File: config.mk
export PLATFORM = sky130hd
export DESIGN_NAME = pong_game_ctrl_flat
export DESIGN_NICKNAME = d
export VERILOG_FILES = /design/src/rtl/pong_game_ctrl_pkg.sv /design/src/rtl/pong_game_ctrl_if.sv /design/src/rtl/pong_game_ctrl_bcd_score_counter.sv /design/src/rtl/pong_game_ctrl.sv /design/src/flat_wrapper.sv
export SDC_FILE = /design/constraint.sdc
export NUM_CORES = 1
export LEC_CHECK = 0
export BUFFER_PORTS_ARGS = -buffer_cell sky130_fd_sc_hd__buf_2
export CAP_MARGIN = 30
export CORE_MARGIN = 3
export CORE_UTILIZATION = 35
export DETAILED_ROUTE_END_ITERATION = 12
export HOLD_SLACK_MARGIN = 0.12
export PLACE_DENSITY = 0.62
export SYNTH_ARGS = -nofsm -noshare
export SYNTH_HDL_FRONTEND = slang
export SYNTH_HIERARCHICAL = 1
export SYNTH_SLANG_ARGS = --single-unit
File: constraint.sdc
create_clock -name clk -period 4.3 [get_ports clk]
set_clock_uncertainty 0.15 [all_clocks]
set_input_delay 0.43 -clock clk [delete_from_list [all_inputs] [get_ports clk]]
set_output_delay 0.43 -clock clk [all_outputs]
set_load 0.03 [all_outputs]
File: src/rtl/pong_game_ctrl_pkg.sv
// Shared types and constants for the Pong game-state controller.
package pong_game_ctrl_pkg;

  // Game phase; the encoding is also the value of the game_state output.
  typedef enum logic [1:0] {
    NEWGAME = 2'b00,
    PLAY    = 2'b01,
    NEWBALL = 2'b10,
    OVER    = 2'b11
  } game_state_t;

  // Highest displayable score; the counter saturates here.
  localparam logic [7:0] SCORE_MAX_BCD = 8'h99;

endpackage

File: src/rtl/pong_game_ctrl_if.sv
// Signal bundle between the game controller and its surroundings.
//
// Handshake: the controller (master) initiates the timer exchange. It drives
// timer_start high for exactly one clk to reload the countdown; the timer
// answers with timer_up, a level that may still be high from an earlier
// expiry, so the controller only trusts it from the cycle after timer_start.
// All other inputs are frame/game events sampled on the rising clk edge.
interface pong_game_ctrl_if;
  import pong_game_ctrl_pkg::*;

  logic        refr_tick;
  logic [1:0]  btn;
  logic        hit;
  logic        miss;
  logic        timer_up;
  logic        timer_start;
  logic        timer_tick;
  logic        gra_still;
  game_state_t game_state;
  logic [7:0]  score_bcd;
  logic [2:0]  balls;
  logic        armed;      // debug view of the timer arming flag

  modport master (
    input  refr_tick, btn, hit, miss, timer_up,
    output timer_start, timer_tick, gra_still, game_state, score_bcd, balls,
           armed
  );

  modport slave (
    output refr_tick, btn, hit, miss, timer_up,
    input  timer_start, timer_tick, gra_still, game_state, score_bcd, balls,
           armed
  );
endinterface

File: src/rtl/pong_game_ctrl_bcd_score_counter.sv
// Two-digit BCD score counter that saturates at 99.
module bcd_score_counter
  import pong_game_ctrl_pkg::*;
(
  input  logic       clk,
  input  logic       reset,
  input  logic       clr,
  input  logic       inc,
  output logic [3:0] dig1,
  output logic [3:0] dig0
);

  logic w_at_max;

  assign w_at_max = ({dig1, dig0} == SCORE_MAX_BCD);

  // Clear wins over increment; units wrap 9->0 with a carry into tens.
  always_ff @(posedge clk or posedge reset) begin
    if (reset) begin
      dig1 <= 4'd0;
      dig0 <= 4'd0;
    end else if (clr) begin
      dig1 <= 4'd0;
      dig0 <= 4'd0;
    end else if (inc && !w_at_max) begin
      if (dig0 == 4'd9) begin
        dig0 <= 4'd0;
        dig1 <= dig1 + 4'd1;
      end else begin
        dig0 <= dig0 + 4'd1;
      end
    end
  end

endmodule

File: src/rtl/pong_game_ctrl.sv
// Game-state controller: phase FSM, ball count, timer arming and score.
module pong_game_ctrl
  import pong_game_ctrl_pkg::*;
#(
  parameter int unsigned LIVES = 3
) (
  input  logic              clk,
  input  logic              reset,
  pong_game_ctrl_if.master  bus
);

  localparam logic [2:0] LIVES_INIT = 3'(LIVES);

  game_state_t r_state;
  logic        r_gra_still;
  logic        r_timer_start;
  logic        r_timer_tick;
  logic        r_armed;
  logic [2:0]  r_balls;

  logic        w_btn_any;
  logic        w_score_clr;
  logic        w_score_inc;
  logic [3:0]  w_dig1;
  logic [3:0]  w_dig0;

  assign w_btn_any   = |bus.btn;
  assign w_score_clr = (r_state == NEWGAME) && w_btn_any;
  assign w_score_inc = (r_state == PLAY) && bus.hit;

  bcd_score_counter u_score (
    .clk   (clk),
    .reset (reset),
    .clr   (w_score_clr),
    .inc   (w_score_inc),
    .dig1  (w_dig1),
    .dig0  (w_dig0)
  );

  // Phase FSM with registered outputs, ball counter and timer arming.
  always_ff @(posedge clk or posedge reset) begin
    if (reset) begin
      r_state       <= NEWGAME;
      r_gra_still   <= 1'b1;
      r_timer_start <= 1'b0;
      r_timer_tick  <= 1'b0;
      r_armed       <= 1'b0;
      r_balls       <= LIVES_INIT;
    end else begin
      r_timer_tick  <= bus.refr_tick;
      r_timer_start <= 1'b0;
      // A stale timer_up is ignored until the reload pulse has gone out.
      if (r_timer_start) begin
        r_armed <= 1'b1;
      end
      case (r_state)
        NEWGAME: begin
          if (w_btn_any) begin
            r_state     <= PLAY;
            r_gra_still <= 1'b0;
            r_balls     <= LIVES_INIT;
          end
        end
        PLAY: begin
          if (bus.miss) begin
            r_gra_still   <= 1'b1;
            r_timer_start <= 1'b1;
            r_armed       <= 1'b0;
            if (r_balls > 3'd1) begin
              r_balls <= r_balls - 3'd1;
              r_state <= NEWBALL;
            end else begin
              r_balls <= 3'd0;
              r_state <= OVER;
            end
          end
        end
        NEWBALL: begin
          if (r_armed && bus.timer_up && w_btn_any) begin
            r_state     <= PLAY;
            r_gra_still <= 1'b0;
          end
        end
        OVER: begin
          if (r_armed && bus.timer_up) begin
            r_state <= NEWGAME;
          end
        end
        default: begin
          r_state     <= NEWGAME;
          r_gra_still <= 1'b1;
        end
      endcase
    end
  end

  assign bus.timer_start = r_timer_start;
  assign bus.timer_tick  = r_timer_tick;
  assign bus.gra_still   = r_gra_still;
  assign bus.game_state  = r_state;
  assign bus.score_bcd   = {w_dig1, w_dig0};
  assign bus.balls       = r_balls;
  assign bus.armed       = r_armed;

endmodule

File: src/flat_wrapper.sv
// flat-port wrapper written by rule: the top's interface ports become plain ports
module pong_game_ctrl_flat import pong_game_ctrl_pkg::*;
#(
  parameter int unsigned LIVES = 3
)
  (clk, reset, bus_refr_tick, bus_btn, bus_hit, bus_miss, bus_timer_up, bus_timer_start, bus_timer_tick, bus_gra_still, bus_game_state, bus_score_bcd, bus_balls, bus_armed);
  pong_game_ctrl_if bus_i ();
  input  logic clk;
  input  logic reset;
  input wire logic [$bits(bus_i.refr_tick)-1:0] bus_refr_tick;
  input wire logic [$bits(bus_i.btn)-1:0] bus_btn;
  input wire logic [$bits(bus_i.hit)-1:0] bus_hit;
  input wire logic [$bits(bus_i.miss)-1:0] bus_miss;
  input wire logic [$bits(bus_i.timer_up)-1:0] bus_timer_up;
  output wire logic [$bits(bus_i.timer_start)-1:0] bus_timer_start;
  output wire logic [$bits(bus_i.timer_tick)-1:0] bus_timer_tick;
  output wire logic [$bits(bus_i.gra_still)-1:0] bus_gra_still;
  output wire logic [$bits(bus_i.game_state)-1:0] bus_game_state;
  output wire logic [$bits(bus_i.score_bcd)-1:0] bus_score_bcd;
  output wire logic [$bits(bus_i.balls)-1:0] bus_balls;
  output wire logic [$bits(bus_i.armed)-1:0] bus_armed;
  assign bus_i.refr_tick = bus_refr_tick;
  assign bus_i.btn = bus_btn;
  assign bus_i.hit = bus_hit;
  assign bus_i.miss = bus_miss;
  assign bus_i.timer_up = bus_timer_up;
  assign bus_timer_start = bus_i.timer_start;
  assign bus_timer_tick = bus_i.timer_tick;
  assign bus_gra_still = bus_i.gra_still;
  assign bus_game_state = bus_i.game_state;
  assign bus_score_bcd = bus_i.score_bcd;
  assign bus_balls = bus_i.balls;
  assign bus_armed = bus_i.armed;
  pong_game_ctrl #(.LIVES(LIVES)) u_core (.clk(clk), .reset(reset), .bus(bus_i));
endmodule
Word level (Yosys, flattened, before mapping) --
Index checks and enable logic that the tools add are counted.
Cells by class: $add $sub $neg 3, reduce and logical (&&, ||, !) cells 16, bitwise gates (word level) 0, shift-type cells 0, magnitude comparators 1, $mul 0, mux-type cells 25, div/mod/pow operators 0, eq/ne operators 9
Operator list (count):
- 2-to-1 mux 4 bit | 6
- 2-to-1 mux 1 bit | 9
- 2-to-1 mux 3 bit | 3
- adder 4 x 1 -> 4 bit, second input constant | 2
- equality test 8 bit, second input constant | 1
- 2-to-1 mux 2 bit | 4
- one-hot mux 2 bit (4 select lines) | 1
- AND reduction 4 bit | 2
- inequality test 2 x 1 -> 1 bit, second input constant | 3
- one-hot mux 3 bit (2 select lines) | 1
- nonzero test 2 bit | 3
- logical AND 1 bit | 5
- equality test 2 bit, second input constant | 2
- equality test 4 bit, second input constant | 1
- > comparator 3 x 1 -> 1 bit, second input constant | 1
- one-hot mux 1 bit (3 select lines) | 1
- AND reduction 3 bit | 1
- nonzero test 3 bit | 1
- subtractor 3 x 1 -> 3 bit, second input constant | 1
- equality test 2 x 1 -> 1 bit, second input constant | 1
- logical NOT 2 bit | 1
- inequality test 2 bit, second input constant | 1
- AND reduction 2 bit | 1
- OR reduction 2 bit | 1
- logical NOT 1 bit | 1
Word-level totals: latch bits 0, flip-flop bits (word level) 17, word-level logic and storage cells 62, ROM bits 0, output and inout bits 17, input bits 8, memories kept 0, bits in writable memories 0

Logic depth before layout (Yosys ltp) --
Gate-level depths: netlist of run 1.
depth after elaboration 5, depth in mapped cells 6, depth with buffers taken out 6

By module --
The synthesis of run 1 kept the hierarchy.
Modules (own cells, without submodules):
- bcd_score_counter | cells an instance 48, seq. area each 200.2 um2, area each 467.9 um2, times used 1
- pong_game_ctrl | cells an instance 46, seq. area each 229.0 um2, area each 467.9 um2, times used 1

Least setup slack after synthesis of run 1 --
Ideal clock, no wire load.
path type reg-to-reg, from register u_core.r_state[0], in the netlist u_core/bus.game_state[0], to register u_core.u_score.dig1[0], cell stages (with the launch flop) 6, library setup time 0.125 ns, data arrival time 1.687 ns, path buffers 0, clock period less this slack 1.962 ns, data required time 4.025 ns, setup slack 2.338 ns, cell sequence dfrtp_1 -> nor2b_2 -> and2_2 -> inv_1 -> nor3_1 -> mux2_2
On the way: word-level cells in the longest chain between the ends 5, elaborated cells between the ends (all ways) 9, classes of those cells eq/ne (1); mux (1); reduce/logical (7)
Ends and longest elaborated chain:
- from (decl) | line pong_game_ctrl.sv:14 | game_state_t r_state;
- from (signal assigned) | line pong_game_ctrl.sv:43 | r_state <= NEWGAME;
- from (signal assigned) | line pong_game_ctrl.sv:59 | r_state <= PLAY;
- from (signal assigned) | line pong_game_ctrl.sv:71 | r_state <= NEWBALL;
- equality test 2 x 1 -> 1 bit | line pong_game_ctrl.sv:29 | assign w_score_inc = (r_state == PLAY) && bus.hit;
- logical AND 1 bit | line pong_game_ctrl.sv:29
- net u_core.w_score_inc | line pong_game_ctrl.sv:23 | logic w_score_inc;
- logical AND 1 bit | line pong_game_ctrl_bcd_score_counter.sv:25 | end else if (inc && !w_at_max) begin
- nonzero test 2 bit (no line)
- AND reduction 2 bit (no line)
- to (signal assigned) | line pong_game_ctrl_bcd_score_counter.sv:28 | dig1 <= dig1 + 4'd1;
- to (decl) | line pong_game_ctrl_bcd_score_counter.sv:9 | output logic [3:0] dig1,
The timed path passes the listed nets, and every way through them passes these cells. A chain may end at the register's enable or synchronous reset.

Worst setup path after layout of run 1 --
from register u_core.r_state[0], in the netlist u_core/bus.game_state[0], to register u_core.u_score.dig1[1]
The elaborated chain is that of the path after synthesis.

==> results of run 1 <==
-- final timing paths --
path,end,slack [ns],cells past startpoint
worst max register to register,u_core/u_score/dig1[1],2.35,5
worst min-delay path,u_core/bus.gra_still,0.30,3
worst min register to register,u_core/bus.armed,0.36,2
min in group asynchronous,u_core/u_score/dig0[2],0.48,3
max in group asynchronous,u_core/bus.gra_still,3.23,3
worst max-delay path,u_core/u_score/dig1[1],2.35,5
-- worst max-delay path: stages (launching register included) --
cell and delay [ns]:
dfrtp_1 0.48, nor2b_2 0.26, and2_2 0.22, inv_1 0.07
nor3_1 0.29, mux2_2 0.37
-- state kept, by name, indices dropped and copies added, names as in the netlist --
name	count
u_core/bus.timer_tick	1
u_core/bus.game_state	2
u_core/u_score/dig1	4
u_core/bus.armed	1
u_core/u_score/dig0	4
u_core/bus.gra_still	1
u_core/bus.balls	3
u_core/bus.timer_start	1
-- area by class of cell --
class	instances	area, µm²	share of cell area, %
Inverter	9	33.8	2.96
Clock buffer	3	22.5	1.97
Sequential cell	17	429	37.6
Tap cell	30	37.5	3.29
Multi-Input combinational cell	67	468	41.0
Clock inverter	1	5.00	0.439
Timing Repair Buffer	27	145	12.7
-- power by group --
group	leakage (nW)	switching (mW)	internal, mW
logic	0.347	0.202	0.123
registers	0.215	0.0692	0.212
clock network	0.0177	0.0508	0.0345
-- synthesized netlist by cell type --
cell type / n / area, µm²
a21o_1: 1 / 7.51
a21oi_1: 6 / 30.0
a41oi_1: 1 / 8.76
and2_2: 1 / 7.51
and3b_1: 1 / 8.76
and4b_1: 2 / 20.0
buf_2: 1 / 5.00
dfrtp_1: 14 / 350
dfstp_2: 3 / 78.8
ha_1: 4 / 50.1
inv_1: 9 / 33.8
mux2_2: 2 / 22.5
mux2i_1: 1 / 10.0
nand2_1: 7 / 26.3
nand2b_1: 1 / 6.26
nand3_1: 2 / 10.0
nand3b_1: 1 / 7.51
nand4bb_4: 1 / 27.5
nor2_1: 12 / 45.0
nor2b_1: 2 / 12.5
nor2b_2: 2 / 17.5
nor3_1: 4 / 20.0
nor3_2: 1 / 10.0
nor3_4: 1 / 16.3
nor3b_1: 1 / 7.51
o21ai_0: 3 / 15.0
o21ba_2: 1 / 10.0
o22a_1: 1 / 8.76
o22a_2: 1 / 10.0
o22ai_1: 1 / 6.26
o31ai_1: 1 / 7.51
o32ai_1: 1 / 8.76
or3_1: 1 / 6.26
or4_1: 2 / 15.0
xor2_1: 1 / 8.76
-- cells by family (layout without fill, tap and decap cells) --
family / after synthesis / after routing
compound gates: 17 / 17
buf+inv: 10 / 40
flops: 17 / 17
mux: 3 / 3
fa+ha+maj: 4 / 4
simple gates: 42 / 42
xor+xnor: 1 / 1
-- through the flow --
stage	instance area, µm²	util, %
CTS	1140	45.6
global route	1140	45.6
global placement	1090	43.5
floorplan	936	-
detailed placement	1090	43.7
finish	1140	45.6
-- layer usage --
layer	vias up	GRT usage [%]
met5	-	0
met4	0	3.97
li1	387	-
met2	21	18.2
met1	351	15.6
met3	0	3.56
==> metrics, run 1 <==
clock root buffer clkbuf_4; Setup Total Neg Slack 0 ns; CTS tree done; compound-cell area share of the yosys netlist roughly an eighth; most frequent cells in the layout buf_2, dfrtp_1, nor2_1; vias 759; Design Power 0.692 mW; fraction of layout cells with a size suffix above 1 33.9%; Post-CTS Setup Bufs 0; Worst EP required about 4.3 ns; Pleak just under 0.6 nW; Die W 57.7 µm; Yosys cell types 35; Ant. Diodes 0; drt total wl about 1.8 mm; Final Hold Viols 0; initial core utilization 37.4%; status finished, final reports clean; DR top layer met3; VDD IR-drop max approximately 0.38 mV; DP Wirelength 1.41 mm; vias in the first global route around 700; Antenna Violating Nets Remaining 0; clk buf depth 2; dpl cells ~150; total core area 0.00250 mm²; Critical Path Start Type flop; reg2reg start u_core/bus.game_state[0]; wire length on met1 865 µm; register area share after synthesis between 40% and 50%; WL met3 121 µm; GRT Total Usage approximately an eighth; arrival time worst endpoint 1.98 ns; pre-CTS WS 2.36 ns; Tmin final between 1.5 and 2 ns; worst hold slack ~0.30 ns; Post-Synthesis Cell Area 936 µm²; largest net degree at the start of global routing 11; # H-tree levels 1; RSZ-0062 raised after global routing no; commonest non-fill, non-tap cell in the layout buf_2; initial antenna violation count 0; syn_area_per_cell roughly 10 µm²; crit path max fanout 8; Post-Syn Instances 94; simple-gate share of the synthesized area 28.2%; Worst Setup SP u_core/bus.game_state[0]; Via density 4.93; first-pass GRT wire length between 3 and 4 mm; Port Buffers 24; Filler cells 231; Hold Path Class in -> reg; Post-Synth Adder-Cell Area 5.35%; Final Non-Filler Cells 154; Setup-failing EPs final 0; post-synthesis xor/xnor area fraction 0.936%; DR DRC count 0; Max-cap violations 0; Slew @ Worst Pin 0.325 ns; clock slew at reported path FFs ~0.1 ns; Slew Limit Fails 0; largest family of logic cells by synthesized area simple AND/OR/NAND/NOR gates; Slew headroom 78.3%; Clock Latency Late Sink 0.29 ns; number of gates resized after cts 0; syn nets 106; IO Pins 25; gr ovfl total 0; min-delay src bus_miss; Die Area 0.00333 mm²; Total Nets Final 137; FMAX 0.514 GHz; clock buffer count from CTS 3; routed length on met2 828 µm; # rows 18; First DRT Iteration DRCs 15; period utilization between 40% and 50%; CP endpoint kind flop; area grow syn2layout 21.9%; die height 57.7 µm; post-route worst setup slack about 2.4 ns; kind of critical path reg -> reg; wire length per cell 11.8 µm; Synth warnings 6; drt pass-1 iters 4; Placer Congestion 0.771; post-synthesis mux area share 3.48%; Hold Buf Count CTS 2; CTS sink count 17; post-synthesis register bit count 17; Pwr per Cell Area 607 mW/mm²
(Power assumes the default switching activity.)
==> run 2, diff against run 1 <==
==> constraint.sdc (replaced) <==
create_clock -name clk -period 2 [get_ports clk]
set_clock_uncertainty 0.15 [all_clocks]
set_input_delay 0.2 -clock clk [delete_from_list [all_inputs] [get_ports clk]]
set_output_delay 0.2 -clock clk [all_outputs]
set_load 0.03 [all_outputs]
==> run 2 against run 1 <==
Compared with the run above: clock power grew 110%; critical path type unchanged; core utilization grew 1.5 points; flip-flop and latch count is the same; combinational power grew 140%; sequential power grew 99%; via count grew 5.5%; largest power group unchanged; global-route usage shrank 0.40 points.
==> metrics, run 2 (synthesis results as in run 1) <==
status finished, final reports clean; number of gates resized after cts 0; vias in the first global route 677; min-delay src bus_btn[0]; gr ovfl total 0; Via density between 5 and 6; worst path buffer plus inverter count 1; drt pass-1 iters 4; Die W 57.7 µm; slowest stage delay, CP 0.40 ns; Filler cells 237; RR Endpoint u_core/u_score/dig1[0]; clock power share about an eighth; arrival time worst endpoint 1.83 ns; clock buffer count from CTS 3; drt total wl approximately 1.8 mm; Worst EP required around 2 ns; Critical Path Start Type flop; VDD IR-drop max 0.806 mV; crit-path cells nor2b_2, and2_2, inv_1, nor3_1, mux2_2; GRT Total Usage 11.3%; clock root buffer clkbuf_4; # rows 18; First DRT Iteration DRCs 20; vias between 800 and 900; # H-tree levels 1; die height just under 60 µm; Hold Path Class in -> reg; commonest non-fill, non-tap cell in the layout buf_2; most frequent cells in the layout buf_2, dfrtp_1, nor2_1; FF/Latch Area 429 µm²; Hold Path Stages 4; area grow syn2layout 25.8%; initial antenna violation count 0; RSZ-0062 raised after global routing no; period utilization 90.0%; Worst Hold End u_core/bus.game_state[1]; Switching Share 45.2%; fraction of layout cells with a size suffix above 1 33.6%; switching pwr 0.690 mW; Ant. Diodes 0; Slew headroom 77.9%; Total Nets Final about 140; Placer Congestion between 0.7 and 0.8; dpl cells 150; Setup-failing EPs final 0; final core occ around 47%; Largest delay share family, worst path simple AND/OR/NAND/NOR gates; crit path max fanout 6; CTS tree done; first-pass GRT wire length 2.86 mm; Final Hold Viols 0; Pwr per Cell Area 1300 mW/mm²; Tmin final about 1.8 ns; DR DRC count 0; Register-to-Register Path Depth 5; CP endpoint kind flop; Hold Buf Count CTS 4; Pleak just under 0.6 nW; CTS sink count 17; Pint 0.835 mW; Port Buffers 24; reg2reg start u_core/bus.game_state[1]; Comb pwr share between 50 and 60%; Antenna Violating Nets Remaining 0; total core area 0.00250 mm²; Multi-input gate area 468 µm²; Slew @ Worst Pin 0.331 ns; Die Area 0.00333 mm²; Clock Latency Late Sink 0.28 ns; worst hold slack 0.163 ns; DP Wirelength 1.43 mm; initial core utilization between 30% and 40%; IO Pins 25; Post-CTS Setup Bufs 0; largest net degree at the start of global routing 12; Seq pwr share 36.9%; Setup Total Neg Slack 0 ns; clock slew at reported path FFs 0.09 ns; CP max stage cell dfrtp_1; clk buf depth 2; Max-cap violations 0; kind of critical path reg -> reg; Slew Limit Fails 0; FMAX 0.556 GHz; Final Non-Filler Cells 158; wire length per cell 11.7 µm; R2R Setup Slk 0.20 ns
[run 2: cell types whose count changed in the layout (fill, tap and decap cells not counted)]
cell,change
buf_2,-1
buf_4,+3
dlygate4sd3_1,+2
clkinv_2,-1
clkbuf_1,+1
[run 2: how the worst max path moves through the flow]
stage	startpoint	end	slack [ns]	cells after the start
global route	u_core/bus.game_state[1]	u_core/u_score/dig1[0]	0.1	5
finish	u_core/bus.game_state[1]	u_core/u_score/dig1[0]	0.20	5
floorplan	u_core/bus.game_state[0]	u_core/u_score/dig1[0]	0.04	5
detailed placement	u_core/bus.game_state[1]	u_core/u_score/dig1[0]	0.19	5
CTS	u_core/bus.game_state[1]	u_core/u_score/dig1[0]	0.18	5
global placement	u_core/bus.game_state[1]	u_core/u_score/dig1[0]	0.28	5
[run 2: power by group through the flow]
stage	clock, mW	sequential, mW	combinational (mW)
floorplan	0	0.778	0.345
global placement	0	0.567	0.776
detailed placement	0	0.571	0.779
CTS	0.188	0.566	0.787
global route	0.209	0.584	0.847
finish	0.181	0.562	0.782
[run 2: worst min-delay path, stage by stage]
cell	delay, ns
buf_2	0.09
nor3_2	0.05
o21ai_0	0.17
nand2_1	0.05
[run 2: per-stage QoR]
| step | setup slack [ns] | area (µm²) | total power, mW |
|---|---|---|---|
| floorplan | 0.0381 | 936 | 1.12 |
| global placement | 0.284 | 1110 | 1.34 |
| detailed placement | 0.194 | 1110 | 1.35 |
| CTS | 0.178 | 1180 | 1.54 |
| global route | 0.0966 | 1180 | 1.64 |
| finish | 0.200 | 1180 | 1.53 |
[run 2: area by class of cell]
type / instances / area share [%]
Timing Repair Buffer: 31 / 15.5
Multi-Input combinational cell: 67 / 39.7
Inverter: 9 / 2.87
Clock buffer: 4 / 2.23
Tap cell: 30 / 3.19
Sequential cell: 17 / 36.5
[run 2: layer usage]
layer	vias to the layer above	wire length, µm	track usage [%]
met1	377	777	13.5
met3	2	147	4.45
li1	397	-	-
met2	25	910	18.5
met4	0	7	3.97
met5	-	0	0
==> run 3, diff against run 2 <==
--- a/config.mk
+++ b/config.mk
@@ -12,6 +12,7 @@
 export DETAILED_ROUTE_END_ITERATION = 12
 export HOLD_SLACK_MARGIN = 0.12
 export PLACE_DENSITY = 0.62
+export RECOVER_POWER = 50
 export SYNTH_ARGS = -nofsm -noshare
 export SYNTH_HDL_FRONTEND = slang
 export SYNTH_HIERARCHICAL = 1
==> run 3 against run 2 <==
Compared with the run above: clock power is essentially flat; via count fell by 1.1%; critical path depth unchanged; sequential power hardly changed; global-route usage stayed put; first-iteration DRC count unchanged; design area fell by 0.43%; largest cell class unchanged.
==> metrics, run 3 (synthesis results as in run 1) <==
First DRT Iteration DRCs 20; initial core utilization 37.4%; DP Wirelength 1.43 mm; Via density around 5; Design Power between 1.5 and 2 mW; vias a little under 800; VDD IR-drop max 0.799 mV; wire length on met1 774 µm; routed length on met2 912 µm; crit path max fanout 6; GRT Total Usage 11.3%; area grow syn2layout 25.3%; initial antenna violation count 0; Slew Limit Fails 0; Ant. Diodes 0; Placer Congestion about 0.76; clock buffer count from CTS 3; clock slew at reported path FFs ~0.090 ns; drt total wl 1.85 mm; Worst EP required just over 2 ns; # H-tree levels 1; total core area 0.00250 mm²; final instance area 0.00117 mm²; die height around 58 µm; DP Area 0.00111 mm²; first-pass GRT wire length 2.86 mm; Hold Path Class in -> reg; WL met3 153 µm; CP max stage cell dfrtp_1; CTS tree done; fraction of layout cells with a size suffix above 1 approximately 30%; Slew @ Worst Pin 0.366 ns; DR DRC count 0; largest net degree at the start of global routing 12; R2R Setup Slk ~0.20 ns; period utilization 90.1%; Seq pwr share between 30% and 40%; Pint 0.830 mW; Die W ~58 µm; slowest stage delay, CP around 0.4 ns; Tmin final 1.80 ns; # rows 18; RSZ-0062 raised after global routing no; Pleak between 0.5 and 0.6 nW; wire length per cell 11.7 µm; Final Hold Viols 0; Clock Latency Late Sink 0.28 ns; kind of critical path reg -> reg; CTS sink count 17; gr ovfl total 0; commonest non-fill, non-tap cell in the layout buf_2; Pwr per Cell Area 1300 mW/mm²; status finished, final reports clean; Die Area 0.00333 mm²; Comb pwr share 51.1%; clk buf depth 2; worst hold slack between 0.15 and 0.2 ns; Slew headroom 75.7%; Critical Path Start Type flop; clock power share between 10% and 20%; arrival time worst endpoint 1.83 ns; CP endpoint kind flop; crit-path cells nor2b_2, and2_2, inv_1, nor3_1, mux2_2; Switching Share 45.4%; most frequent cells in the layout buf_2, dfrtp_1, nor2_1; Setup Total Neg Slack 0 ns; vias in the first global route between 600 and 700; DR top layer met4; clock root buffer clkbuf_4; FMAX 0.555 GHz; IO Pins 25; Max-cap violations 0; Antenna Violating Nets Remaining 0; Port Buffers 24; drt pass-1 iters 4; switching pwr 0.690 mW; Total Nets Final 141; Setup-failing EPs final 0
-- run 3: changes by cell type in the layout (fill, tap and decap cells not counted) --
cell,change
buf_2,-5
clkbuf_2,+1
clkbuf_1,+4
-- run 3: final cells by class --
type	count	area [µm²]
Clock buffer	4	26.3
Fill cell	241	1330
Inverter	9	33.8
Multi-Input combinational cell	67	468
Sequential cell	17	429
Tap cell	30	37.5
Timing Repair Buffer	31	178
-- run 3: metrics by stage --
stage          cells  setup slack (ns)  util (%)
2_1_floorplan     94            0.0381         -
3_3_place_gp     150             0.284      44.4
3_5_place_dp     150             0.194      44.4
4_1_cts          158             0.178      47.1
5_1_grt          158            0.0966      46.9
6_report         158             0.199      46.9
-- run 3: power by group through the flow --
| stage | sequential (mW) | clock [mW] | combinational (mW) |
|---|---|---|---|
| 3_5_place_dp | 0.571 | 0 | 0.779 |
| 6_report | 0.563 | 0.180 | 0.777 |
| 3_3_place_gp | 0.567 | 0 | 0.776 |
| 2_1_floorplan | 0.778 | 0 | 0.345 |
| 4_1_cts | 0.566 | 0.188 | 0.787 |
| 5_1_grt | 0.584 | 0.209 | 0.841 |
-- run 3: worst paths after layout --
path | startpoint | endpoint | depth (start not counted)
max | u_core/bus.game_state[1] | u_core/u_score/dig1[0] | 5
min | bus_btn[0] | u_core/bus.game_state[1] | 4
max reg2reg | u_core/bus.game_state[1] | u_core/u_score/dig1[0] | 5
min reg2reg | u_core/bus.timer_start | u_core/bus.armed | 2
max in group asynchronous | reset | u_core/bus.gra_still | 3
min in group asynchronous | reset | u_core/u_score/dig0[2] | 3
-- run 3: layer usage --
metal  vias up  track usage (%)
met5         -                0
met4         0             3.97
met3         2             4.45
met2        27             18.5
met1       367             13.5
li1        396                -
-- run 3: worst max-delay path: cells and delay by family, from the launching register on --
kind	cells	cell delay, ns
buffers and inverters	1	0.07
flip-flops	1	0.40
multiplexers	1	0.37
AND/OR/NAND/NOR	3	0.69
-- run 3: what timing repair did --
action	CTS	global route
hold buffers	4	0
hold endpoints to repair	21	0
setup buffers	0	0
gates resized for setup	0	0
